$ cat src/rtl/cpu_pkg.sv
// Shared definitions for the fetch-side control path: JumpOP encodings,
// the PC sequencer state enum, default vectors and a saturating increment.
package cpu_pkg;

    typedef enum logic [1:0] {
        JOP_SEQ = 2'b00,
        JOP_BR  = 2'b01,
        JOP_REG = 2'b10,
        JOP_ABS = 2'b11
    } jump_op_e;

    typedef enum logic [1:0] {
        ST_BOOT = 2'b00,
        ST_RUN  = 2'b01,
        ST_HALT = 2'b10
    } seq_state_e;

    localparam logic [31:0] DEF_RESET_VECTOR = 32'h0000_0000;
    localparam logic [31:0] DEF_TRAP_VECTOR  = 32'h0000_0080;

    // Counters stick at all-ones rather than wrapping back to zero.
    function automatic logic [31:0] sat_inc32(input logic [31:0] value);
        return (&value) ? value : value + 32'd1;
    endfunction

endpackage

$ cat src/rtl/pc_next_calc.sv
// Purely combinational next-PC selection for one instruction, plus the
// branch-taken indication and a misaligned-target flag.
module pc_next_calc
    import cpu_pkg::*;
#(
    parameter int PC_W = 32
) (
    input  logic [PC_W-1:0] pc_i,
    input  logic [1:0]      jump_op_i,
    input  logic            zero_i,
    input  logic            branch_ne_i,
    input  logic [15:0]     imm16_i,
    input  logic [25:0]     target26_i,
    input  logic [PC_W-1:0] rs_data_i,
    output logic [PC_W-1:0] pc4_o,
    output logic [PC_W-1:0] next_pc_o,
    output logic            taken_o,
    output logic            misalign_o
);

    logic [PC_W-1:0] br_off;
    logic [PC_W-1:0] abs_tgt;

    // Sequential address, branch offset in bytes and absolute jump target.
    always_comb begin
        pc4_o   = pc_i + PC_W'(4);
        br_off  = {{(PC_W-18){imm16_i[15]}}, imm16_i, 2'b00};
        abs_tgt = {pc4_o[PC_W-1:28], target26_i, 2'b00};
    end

    // Select the candidate next PC from the jump code; beq/bne share one path.
    always_comb begin
        taken_o   = 1'b0;
        next_pc_o = pc4_o;
        case (jump_op_e'(jump_op_i))
            JOP_SEQ: next_pc_o = pc4_o;
            JOP_BR: begin
                taken_o   = zero_i ^ branch_ne_i;
                next_pc_o = taken_o ? (pc4_o + br_off) : pc4_o;
            end
            JOP_REG: next_pc_o = rs_data_i;
            JOP_ABS: next_pc_o = abs_tgt;
            default: next_pc_o = pc4_o;
        endcase
    end

    // Only a register jump can actually produce a non-word address.
    always_comb begin
        misalign_o = |next_pc_o[1:0];
    end

endmodule

$ cat src/rtl/pc_sequencer.sv
// Program counter owner for the single-cycle CPU: drives the instruction
// memory address with a valid/ready handshake and supplies the link address.
// Optional statistics counters are built when PC_SEQ_STATS_EN is defined.
//
// state   | meaning
// --------+-------------------------------------------------------------
// ST_BOOT | first cycle after reset, no fetch request issued
// ST_RUN  | fetch request at PC; PC advances when accepted and not stalled
// ST_HALT | fetching stopped, PC frozen; left only through reset
module pc_sequencer
    import cpu_pkg::*;
#(
    parameter int              PC_W         = 32,
    parameter logic [PC_W-1:0] RESET_VECTOR = PC_W'(DEF_RESET_VECTOR),
    parameter logic [PC_W-1:0] TRAP_VECTOR  = PC_W'(DEF_TRAP_VECTOR)
) (
    input  logic            clk,
    input  logic            rst,
    input  logic [1:0]      jump_op,
    input  logic            zero,
    input  logic            branch_ne,
    input  logic [15:0]     imm16,
    input  logic [25:0]     target26,
    input  logic [PC_W-1:0] rs_data,
    input  logic            stall,
    input  logic            halt,
    input  logic            imem_ready,
    output logic [PC_W-1:0] imem_addr,
    output logic            imem_valid,
    output logic [PC_W-1:0] link_addr,
    output logic            misalign,
`ifdef PC_SEQ_STATS_EN
    output logic [31:0]     taken_cnt,
    output logic [31:0]     redirect_cnt,
`endif
    output logic            halted
);

    seq_state_e      state_q, state_d;
    logic [PC_W-1:0] pc_q, pc_d;
    logic            misalign_q, misalign_d;

    logic [PC_W-1:0] pc4;
    logic [PC_W-1:0] cand_pc;
    logic            br_taken;
    logic            cand_misalign;
    logic            accept;

    pc_next_calc #(
        .PC_W (PC_W)
    ) u_next (
        .pc_i        (pc_q),
        .jump_op_i   (jump_op),
        .zero_i      (zero),
        .branch_ne_i (branch_ne),
        .imm16_i     (imm16),
        .target26_i  (target26),
        .rs_data_i   (rs_data),
        .pc4_o       (pc4),
        .next_pc_o   (cand_pc),
        .taken_o     (br_taken),
        .misalign_o  (cand_misalign)
    );

    // A fetch is consumed only while running, accepted by memory and not stalled.
    always_comb begin
        accept = (state_q == ST_RUN) && imem_ready && !stall;
    end

    // Next state, next PC and trap pulse; halt lets a same-cycle advance land first.
    always_comb begin
        state_d    = state_q;
        pc_d       = pc_q;
        misalign_d = 1'b0;
        case (state_q)
            ST_BOOT: begin
                state_d = halt ? ST_HALT : ST_RUN;
            end
            ST_RUN: begin
                if (accept) begin
                    pc_d       = cand_misalign ? TRAP_VECTOR : cand_pc;
                    misalign_d = cand_misalign;
                end
                if (halt) begin
                    state_d = ST_HALT;
                end
            end
            ST_HALT: begin
                state_d = ST_HALT;
            end
            default: begin
                state_d = ST_BOOT;
            end
        endcase
    end

    // State, PC and trap pulse registers; reset also kills a pending pulse.
    always_ff @(posedge clk or negedge rst) begin
        if (!rst) begin
            state_q    <= ST_BOOT;
            pc_q       <= RESET_VECTOR;
            misalign_q <= 1'b0;
        end else begin
            state_q    <= state_d;
            pc_q       <= pc_d;
            misalign_q <= misalign_d;
        end
    end

    // Fetch interface and status outputs.
    always_comb begin
        imem_addr  = pc_q;
        imem_valid = (state_q == ST_RUN);
        link_addr  = pc4;
        misalign   = misalign_q;
        halted     = (state_q == ST_HALT);
    end

`ifdef PC_SEQ_STATS_EN
    logic [31:0] taken_cnt_q;
    logic [31:0] redirect_cnt_q;
    logic        redirect_ev;

    // Register and absolute jumps always redirect; a trap comes from a register jump.
    always_comb begin
        redirect_ev = accept && ((jump_op_e'(jump_op) == JOP_REG) ||
                                 (jump_op_e'(jump_op) == JOP_ABS) ||
                                 cand_misalign);
    end

    // Saturating event counters, cleared only by reset.
    always_ff @(posedge clk or negedge rst) begin
        if (!rst) begin
            taken_cnt_q    <= '0;
            redirect_cnt_q <= '0;
        end else begin
            if (accept && br_taken) begin
                taken_cnt_q <= sat_inc32(taken_cnt_q);
            end
            if (redirect_ev) begin
                redirect_cnt_q <= sat_inc32(redirect_cnt_q);
            end
        end
    end

    assign taken_cnt    = taken_cnt_q;
    assign redirect_cnt = redirect_cnt_q;
`else
    logic stats_unused;
    assign stats_unused = br_taken;
`endif

endmodule

$ cat config.mk
export PLATFORM = sky130hd
export DESIGN_NAME = pc_sequencer
export DESIGN_NICKNAME = d
export VERILOG_FILES = /design/src/rtl/cpu_pkg.sv /design/src/rtl/pc_next_calc.sv /design/src/rtl/pc_sequencer.sv
export SDC_FILE = /design/constraint.sdc
export NUM_CORES = 1
export LEC_CHECK = 0
export CAP_MARGIN = 10
export CORE_UTILIZATION = 35
export CTS_BUF_LIST = sky130_fd_sc_hd__clkbuf_16
export CTS_CLUSTER_DIAMETER = 80
export DETAILED_ROUTE_END_ITERATION = 10
export GPL_TIMING_DRIVEN = 0
export SLEW_MARGIN = 20
export SYNTH_ARGS = -nofsm -noshare
export SYNTH_HDL_FRONTEND = slang
export SYNTH_SLANG_ARGS = --single-unit
$ cat constraint.sdc
create_clock -name clk -period 11.73 [get_ports clk]
set_clock_uncertainty 0.05 [all_clocks]
set_input_delay 2.9325 -clock clk [delete_from_list [all_inputs] [get_ports clk]]
set_output_delay 2.9325 -clock clk [all_outputs]
set_load 0.005 [all_outputs]
==> run summary, run 1 <==
run status -> finished clean
CTS tree -> built
critical path arrival -> 3.27 ns
Port Buffer Count -> 148
post-CTS setup buffer count -> 0
Setup Crit Path Kind -> register to output pin
largest net degree at the start of global routing -> 27
Worst Setup Start Kind -> register
Post-synth EDFFs -> 0
gpl congestion -> 0.9445
Max Cap Viol -> 0
Post-DRT Antenna Nets -> 0
multi-input logic area -> 3410 µm²
non-filler cells in the finished layout -> 912
Avg WL per Cell -> 19.20 µm
ys async rst share -> 100.0%
DRC Markers -> 0
Die Span Y -> 115.5 µm
final critical-path share of the clock period -> 53.30%
Yosys reg bits -> 35
FF-to-FF path depth -> 16
share of layout cells above drive strength 1 -> 6.216%
Synth Flop Type -> dfrtp_1
Synth Area per Inst -> 7.719 µm²
clock buffer depth -> 2
CP Capture Point -> link_addr[21]
worst setup path startpoint -> imem_addr[4]
first-pass GRT wire length -> 26,740 µm
Root Driver -> clkbuf_16
largest delay contributor family on the critical path -> simple AND/OR/NAND/NOR gates
largest cells by area after synthesis -> dfrtp_1 19%, ha_1 11%, xnor2_1 5.6%, a21oi_1 5.0%, o21ai_0 4.9%
die area -> 13,340 µm²
Final Cell Area -> 6354 µm²
sequential area share after synthesis -> 19.43%
IO Count -> 150
Fin. Hold Viols -> 0
Syn Std Cell Area -> 4508 µm²
total power -> 1.164 mW
CP max stage cell -> clkdlybuf4s50_1
power density over the cells -> 183.2 nW/µm²
vias in the first global route -> 4,999
Worst R2R Start -> imem_addr[4]
filler cell count -> 1,228
CP cell instances -> clkbuf_1 > nand3_1 > nor3_2 > nand4_1 > nor2_1 > xor2_1 > clkdlybuf4s50_1
Critical Path Fanout Max -> 8
CP endpoint kind -> output pin
DP Area -> 6220 µm²
worst-skew pair later-pin latency -> 0.28 ns
R2R Setup Slk -> 7.13 ns
Congestion Overflow GR -> 0
Clock Pin Slew Worst Setup and Hold Paths -> 0.06 ns
Pre-antenna DRT Iters -> 5
vias -> 5,171
leading area contributor after synthesis -> dfrtp_1
critical path data required time -> 8.75 ns
leak pwr -> 2.655 nW
synth-to-layout area growth -> 40.94%
RSZ-0062 raised after global routing -> no
number of vias per cell -> 5.670
Synth Warn # -> 0
post-synth net total -> 708
Hold WC Path Type -> register to register
core area -> 12,570 µm²
WP buf/inv -> 2
peak supply drop -> 0.00009330 V
Total GRT Usage -> 26.61%
Row Count -> 41
Post-Syn Instances -> 584
FF-to-FF End -> imem_addr[31]
fin. max-slew vios -> 0
fin nets -> 864
Sequential Area -> 875.8 µm²
worst rel slew slack -> 40.10%
TritonCTS Buffers -> 5
fin crit period -> 6.252 ns
PostCTS Resize Cnt -> 0
dominant cell by count in the synthesized netlist -> nand2_1
Cell variety after synth -> 68
setup TNS -> 0 ns
Critical Path Max Stage Delay -> 0.59 ns
actual slew at the worst max-slew pin -> 0.8985 ns
Final setup viols -> 0
CTS H-Tree Depth -> 2
placed insts -> 905
Initial DRC Count -> 455
Detailed Route WL -> 17,510 µm
ANT cells -> 0
Yosys top cell area share -> 19.43%
die width -> 115.5 µm
starting density of the core -> 35.87%
Max Clk Rate -> 0.1599 GHz
CTS Hold Bufs -> 0
Sink Count -> 35
initial antenna violation count -> 0
Synth top cells by count -> 58 x nand2_1, 49 x nor2_1, 45 x a21oi_1
Crit path depth -> 7
dpl hpwl -> 13,790 µm
metal layers:
layer	up-vias	wire [µm]	track usage, %
li1	2462	-	-
met2	231	8317	45.35
met5	-	0	0
met1	2438	7470	34.36
met3	40	1224	3.452
met4	0	499	9.784
stage by stage:
step / hold slack, ns / utilization, % / worst slack [ns]
floorplan: 0.4685 / - / 6.407
global placement: 0.4886 / 49.37 / 5.367
detailed placement: 0.4943 / 49.49 / 5.334
CTS: 0.5058 / 50.55 / 5.525
global route: 0.5179 / 50.55 / 5.326
finish: 0.5031 / 50.55 / 5.478
registers in the layout, summed over array words and instances, names as in the netlist:
register   flops
misalign       1
state_q        2
imem_addr     32
logic make-up after synthesis:
group / Yosys count / share of synthesized area, %
AO/OA/AOI/OAI: 186 / 27.17
XOR/XNOR: 52 / 10.10
adder cells (fa/ha/maj): 41 / 11.55
buffers and inverters: 54 / 4.940
flip-flops: 35 / 19.43
multiplexers: 21 / 5.051
AND/OR/NAND/NOR: 195 / 21.76
tightest hold or removal path, cell delays in order (launching register included):
cell and delay, ns:
dfrtp_1 0.38, a21oi_1 0.08, o31ai_1 0.06
how the worst min path moves through the flow:
stage	startpoint	depth (start not counted)	slack, ns	endpoint
2_1_floorplan	imem_addr[3]	2	0.47	imem_addr[3]
3_3_place_gp	imem_addr[31]	2	0.49	imem_addr[31]
3_5_place_dp	imem_addr[31]	2	0.49	imem_addr[31]
5_1_grt	imem_addr[31]	2	0.52	imem_addr[31]
6_report	imem_addr[31]	2	0.50	imem_addr[31]
4_1_cts	imem_addr[31]	2	0.51	imem_addr[31]
power breakdown:
part | internal, mW | switching [mW]
Combinational | 0.394 | 0.409
Clock | 0.0764 | 0.0521
Sequential | 0.163 | 0.0698
Total | 0.633 | 0.531
cell type report:
class                      instances  share of cell area (%)
tap                              172                   3.387
clock inverter                     2                  0.1378
clock buffer                       5                   1.969
sequential                        35                   13.78
buffer                            28                   1.969
inverter                          26                   1.536
timing repair buffer             149                   23.55
multi-input combinational        495                   53.66
placed cells by master, fill, tap and decap left out, types with 13 or more instances in the layout:
master,instances
a21oi_1,45
clkbuf_1,20
clkdlybuf4s50_1,147
dfrtp_1,35
ha_1,40
inv_1,26
mux2_2,13
nand2_1,58
nand3_1,19
nor2_1,49
o21ai_0,44
xnor2_1,29
xor2_1,23
Power figures use the tool's default switching activity.
==> inputs of run 2 (changes only) <==
Settings changed: PLACE_DENSITY set to 0.66.
Clock period 11.73 ns to 5.7 ns, I/O delays scaled along.
==> run summary, run 2 (synthesis results as in run 1) <==
run status -> finished clean
most frequent cells in the layout -> 147 x clkdlybuf4s50_1, 58 x nand2_1, 49 x nor2_1
Avg WL per Cell -> 19.12 µm
most frequent CP cell -> a21o_1
Max Cap Viol -> 0
Final setup viols -> 0
Initial DRC Count -> 309
total power -> 2.414 mW
Congestion Overflow GR -> 0
Pre-antenna DRT Iters -> 4
Hold Startpoint -> imem_addr[14]
initial antenna violation count -> 0
worst rel slew slack -> 41.80%
CTS Hold Bufs -> 0
CP cell instances -> clkdlybuf4s50_1 > ha_1 > a21o_1 > a21o_1 > a21oi_1 > nand3_1 > o21a_1 > and4_1 > nor3_1 > mux2_1 > o31ai_1
setup TNS -> 0 ns
actual slew at the worst max-slew pin -> 0.8698 ns
GRT met2 Usage -> 45.11%
Hold Crit Depth -> 2
RSZ-0062 raised after global routing -> no
largest delay contributor family on the critical path -> compound AO/OA/AOI/OAI gates
CP endpoint kind -> register
Hold Path Sink -> imem_addr[14]
max reg flops -> 32
DRC Markers -> 0
Die Span Y -> 115.5 µm
Worst Setup Start Kind -> primary input
post-CTS setup buffer count -> 0
Clock Pin Slew Worst Setup and Hold Paths -> 0.06 ns
dpl hpwl -> 13,840 µm
FF-to-FF End -> imem_addr[31]
share of layout cells above drive strength 1 -> 6.208%
vias -> 5,171
Sink Count -> 35
starting density of the core -> 35.87%
Sequential Area -> 875.8 µm²
Total GRT Usage -> 25.87%
core area -> 12,570 µm²
CTS tree -> built
ANT cells -> 0
Fin. Hold Viols -> 0
CTS H-Tree Depth -> 2
leak pwr -> 2.667 nW
worst-skew pair later-pin latency -> 0.28 ns
IO Count -> 150
critical path arrival -> 4.93 ns
peak supply drop -> 0.0001838 V
Worst R2R Start -> imem_addr[5]
Setup Crit Path Kind -> primary input to register
Root Driver -> clkbuf_16
busiest grt layer -> met2
Port Buffer Count -> 148
vias in the first global route -> 4,942
clock buffer depth -> 2
fin. max-slew vios -> 0
die area -> 13,340 µm²
final critical-path share of the clock period -> 84.29%
fin nets -> 864
Row Count -> 41
critical path data required time -> 5.82 ns
TritonCTS Buffers -> 5
power density over the cells -> 379.2 nW/µm²
WP buf/inv -> 1
Critical Path Max Stage Delay -> 0.80 ns
filler cell count -> 1,233
PostCTS Resize Cnt -> 0
FF-to-FF path depth -> 18
met3 Use GR -> 4.341%
multi-input logic area -> 3410 µm²
largest net degree at the start of global routing -> 19
number of vias per cell -> 5.664
gpl congestion -> 0.9198
met1 GRT Util -> 32.61%
Post-DRT Antenna Nets -> 0
fin crit period -> 4.804 ns
commonest non-fill, non-tap cell in the layout -> clkdlybuf4s50_1
R2R Setup Slk -> 1.01 ns
die width -> 115.5 µm
Detailed Route WL -> 17,450 µm
first-pass GRT wire length -> 26,190 µm
Critical Path Fanout Max -> 18
synth-to-layout area growth -> 41.19%
CP max stage cell -> clkdlybuf4s50_1
Max Clk Rate -> 0.2081 GHz
Hold WC Path Type -> register to register
[run 2: cell count changes in the layout (fill, tap and decap cells not counted)]
cell      previous run  this run
buf_12               1         0
clkinv_1             1         0
buf_16               0         1
inv_1               26        28
[run 2: worst min-delay path, cell delays in order, from the launching register on]
cell and delay, ns:
dfrtp_1 0.41, nand2_1 0.07, nand2_1 0.06
[run 2: how the worst max path moves through the flow]
stage / from / to / slack [ns] / depth (start not counted)
final: imm16[15] / imem_addr[31] / 0.90 / 11
after global routing: imm16[15] / imem_addr[31] / 0.71 / 11
after CTS: imm16[15] / imem_addr[31] / 0.88 / 11
after detailed placement: imm16[15] / imem_addr[31] / 0.59 / 11
after global placement: imm16[15] / imem_addr[31] / 0.67 / 11
after floorplan: imem_addr[5] / imem_addr[31] / 1.77 / 18
[run 2: through the flow]
step                      utilization [%]  hold slack, ns  instances  worst slack (ns)  instance area [µm²]
after global routing                50.64          0.5493        913            0.7070                 6365
final                               50.64          0.5214        913            0.8958                 6365
after global placement              49.37          0.4824        904            0.6736                 6205
after floorplan                         -          0.4685        584             1.770                 4508
after detailed placement            49.55          0.4995        905            0.5904                 6227
after CTS                           50.64          0.5180        913            0.8780                 6365
[run 2: cell type report]
type,instances,share of cell area (%)
Clock buffer,5,1.966
Multi-Input combinational cell,495,53.57
Inverter,26,1.533
Tap cell,172,3.381
Sequential cell,35,13.76
Buffer,28,1.966
Timing Repair Buffer,149,23.63
Clock inverter,3,0.1966
[run 2: power breakdown]
group / internal [mW] / total, mW / switching [mW]
clock network: 0.158 / 0.260 / 0.102
logic: 0.812 / 1.67 / 0.862
registers: 0.335 / 0.479 / 0.145
[run 2: per-layer routing]
metal / vias to the layer above / share of wire (%)
met4: 0 / 2.4
met2: 235 / 48
met3: 27 / 7.7
li1: 2461 / -
met5: - / 0
met1: 2448 / 42
==> inputs of run 3 (changes only) <==
Settings changed: PLACE_DENSITY 0.66 to not set.
Clock period 5.7 ns to 4.6 ns, I/O delays scaled along.
==> run summary, run 3 (synthesis results as in run 1) <==
actual slew at the worst max-slew pin -> 0.8971 ns
critical path arrival -> 4.52 ns
vias -> 5,174
Initial DRC Count -> 379
Max Clk Rate -> 0.2281 GHz
fin. max-slew vios -> 0
die area -> 13,340 µm²
worst rel slew slack -> 39.97%
DP Area -> 6220 µm²
core area -> 12,570 µm²
CP max stage cell -> clkdlybuf4s50_1
multi-input logic area -> 3425 µm²
clock buffer depth -> 2
Root Driver -> clkbuf_16
largest net degree at the start of global routing -> 27
CTS Hold Bufs -> 0
Die Span Y -> 115.5 µm
Worst Setup Start Kind -> primary input
first-pass GRT wire length -> 26,750 µm
RSZ-0062 raised after global routing -> no
PostCTS Resize Cnt -> 0
peak supply drop -> 0.0002374 V
most frequent cells in the layout -> 147 x clkdlybuf4s50_1, 58 x nand2_1, 49 x nor2_1
vias in the first global route -> 4,998
post-CTS setup buffer count -> 0
die width -> 115.5 µm
R2R Setup Slk -> 0.28 ns
worst-skew pair later-pin latency -> 0.28 ns
number of vias per cell -> 5.686
Final Cell Area -> 6362 µm²
Critical Path Max Stage Delay -> 0.99 ns
CP Capture Point -> imem_addr[22]
leak pwr -> 2.649 nW
Port Buffer Count -> 148
post-layout util -> 50.62%
Final setup viols -> 0
fin crit period -> 4.383 ns
final critical-path share of the clock period -> 95.29%
run status -> finished clean
Post-DRT Antenna Nets -> 0
dpl hpwl -> 13,790 µm
filler cell count -> 1,222
ANT cells -> 0
Clock Pin Slew Worst Setup and Hold Paths -> 0.06 ns
commonest non-fill, non-tap cell in the layout -> clkdlybuf4s50_1
Hold WC Path Type -> register to register
Row Count -> 41
CTS tree -> built
worst setup path startpoint -> imm16[15]
Detailed Route WL -> 17,480 µm
Pre-antenna DRT Iters -> 5
gpl congestion -> 0.9445
fin nets -> 862
CTS H-Tree Depth -> 2
critical path data required time -> 4.74 ns
DRC Markers -> 0
max reg flops -> 32
synth-to-layout area growth -> 41.13%
IO Count -> 150
Total GRT Usage -> 26.62%
Worst R2R Start -> imem_addr[6]
Sink Count -> 35
Avg WL per Cell -> 19.21 µm
Critical Path Fanout Max -> 18
TritonCTS Buffers -> 5
power density over the cells -> 467.1 nW/µm²
CP endpoint kind -> register
initial antenna violation count -> 0
CP cell instances -> clkdlybuf4s50_1 > ha_1 > a21o_1 > a211o_1 > nor3_1 > o21ai_2 > a31oi_1 > xnor2_1 > a21oi_1 > nor2b_1 > o221ai_1
Congestion Overflow GR -> 0
FF-to-FF path depth -> 18
Fin. Hold Viols -> 0
Sequential Area -> 877.1 µm²
Max Cap Viol -> 0
FF-to-FF End -> imem_addr[31]
share of layout cells above drive strength 1 -> 6.775%
Setup Crit Path Kind -> primary input to register
starting density of the core -> 35.87%
[run 3: critical path: cells and delay by family]
kind,cells,cell delay [ns]
XOR/XNOR,1,0.17
AND/OR/NAND/NOR,2,0.42
adder cells (fa/ha/maj),1,0.40
buffers and inverters,1,0.99
AO/OA/AOI/OAI,6,1.39
[run 3: worst min-delay path by stage]
stage | cells past startpoint | slack [ns] | to | start
6_report | 2 | 0.50 | imem_addr[31] | imem_addr[31]
5_1_grt | 2 | 0.52 | imem_addr[31] | imem_addr[31]
4_1_cts | 2 | 0.51 | imem_addr[31] | imem_addr[31]
3_5_place_dp | 2 | 0.49 | imem_addr[31] | imem_addr[31]
3_3_place_gp | 2 | 0.49 | imem_addr[31] | imem_addr[31]
2_1_floorplan | 2 | 0.47 | imem_addr[3] | imem_addr[3]
[run 3: routing by layer]
metal	GRT usage [%]	up-vias	wire length [µm]	share of wire, %
met4	10.13	0	542	3.1
met5	0	-	0	0
li1	-	2468	-	-
met3	3.452	38	1043	6.0
met1	34.39	2465	7656	44
met2	45.19	203	8239	47
[run 3: area by class of cell]
cell class,count,share of cell area [%]
sequential,35,13.79
buffer,26,1.849
clock buffer,5,1.967
clock inverter,2,0.1377
inverter,26,1.534
tap,172,3.382
multi-input combinational,495,53.82
timing repair buffer,149,23.52
[run 3: through the flow]
step | TNS, ns | total power, mW | setup WS [ns] | hold WS, ns | std cells
6_report | 0 | 2.972 | 0.2166 | 0.5033 | 910
5_1_grt | 0 | 3.206 | 0.01423 | 0.5179 | 910
4_1_cts | 0 | 2.955 | 0.02776 | 0.5058 | 912
3_5_place_dp | -0.01397 | 2.609 | -0.01397 | 0.4943 | 905
3_3_place_gp | 0 | 2.579 | 0.01987 | 0.4886 | 904
2_1_floorplan | 0 | 1.731 | 0.6702 | 0.4685 | 584
[run 3: power breakdown]
part | leakage [nW] | switching [mW] | internal (mW) | total [mW]
Sequential | 0.458 | 0.190 | 0.416 | 0.606
Combinational | 2.12 | 1.03 | 1.01 | 2.04
Clock | 0.0671 | 0.136 | 0.195 | 0.331
Total | 2.65 | 1.35 | 1.62 | 2.97
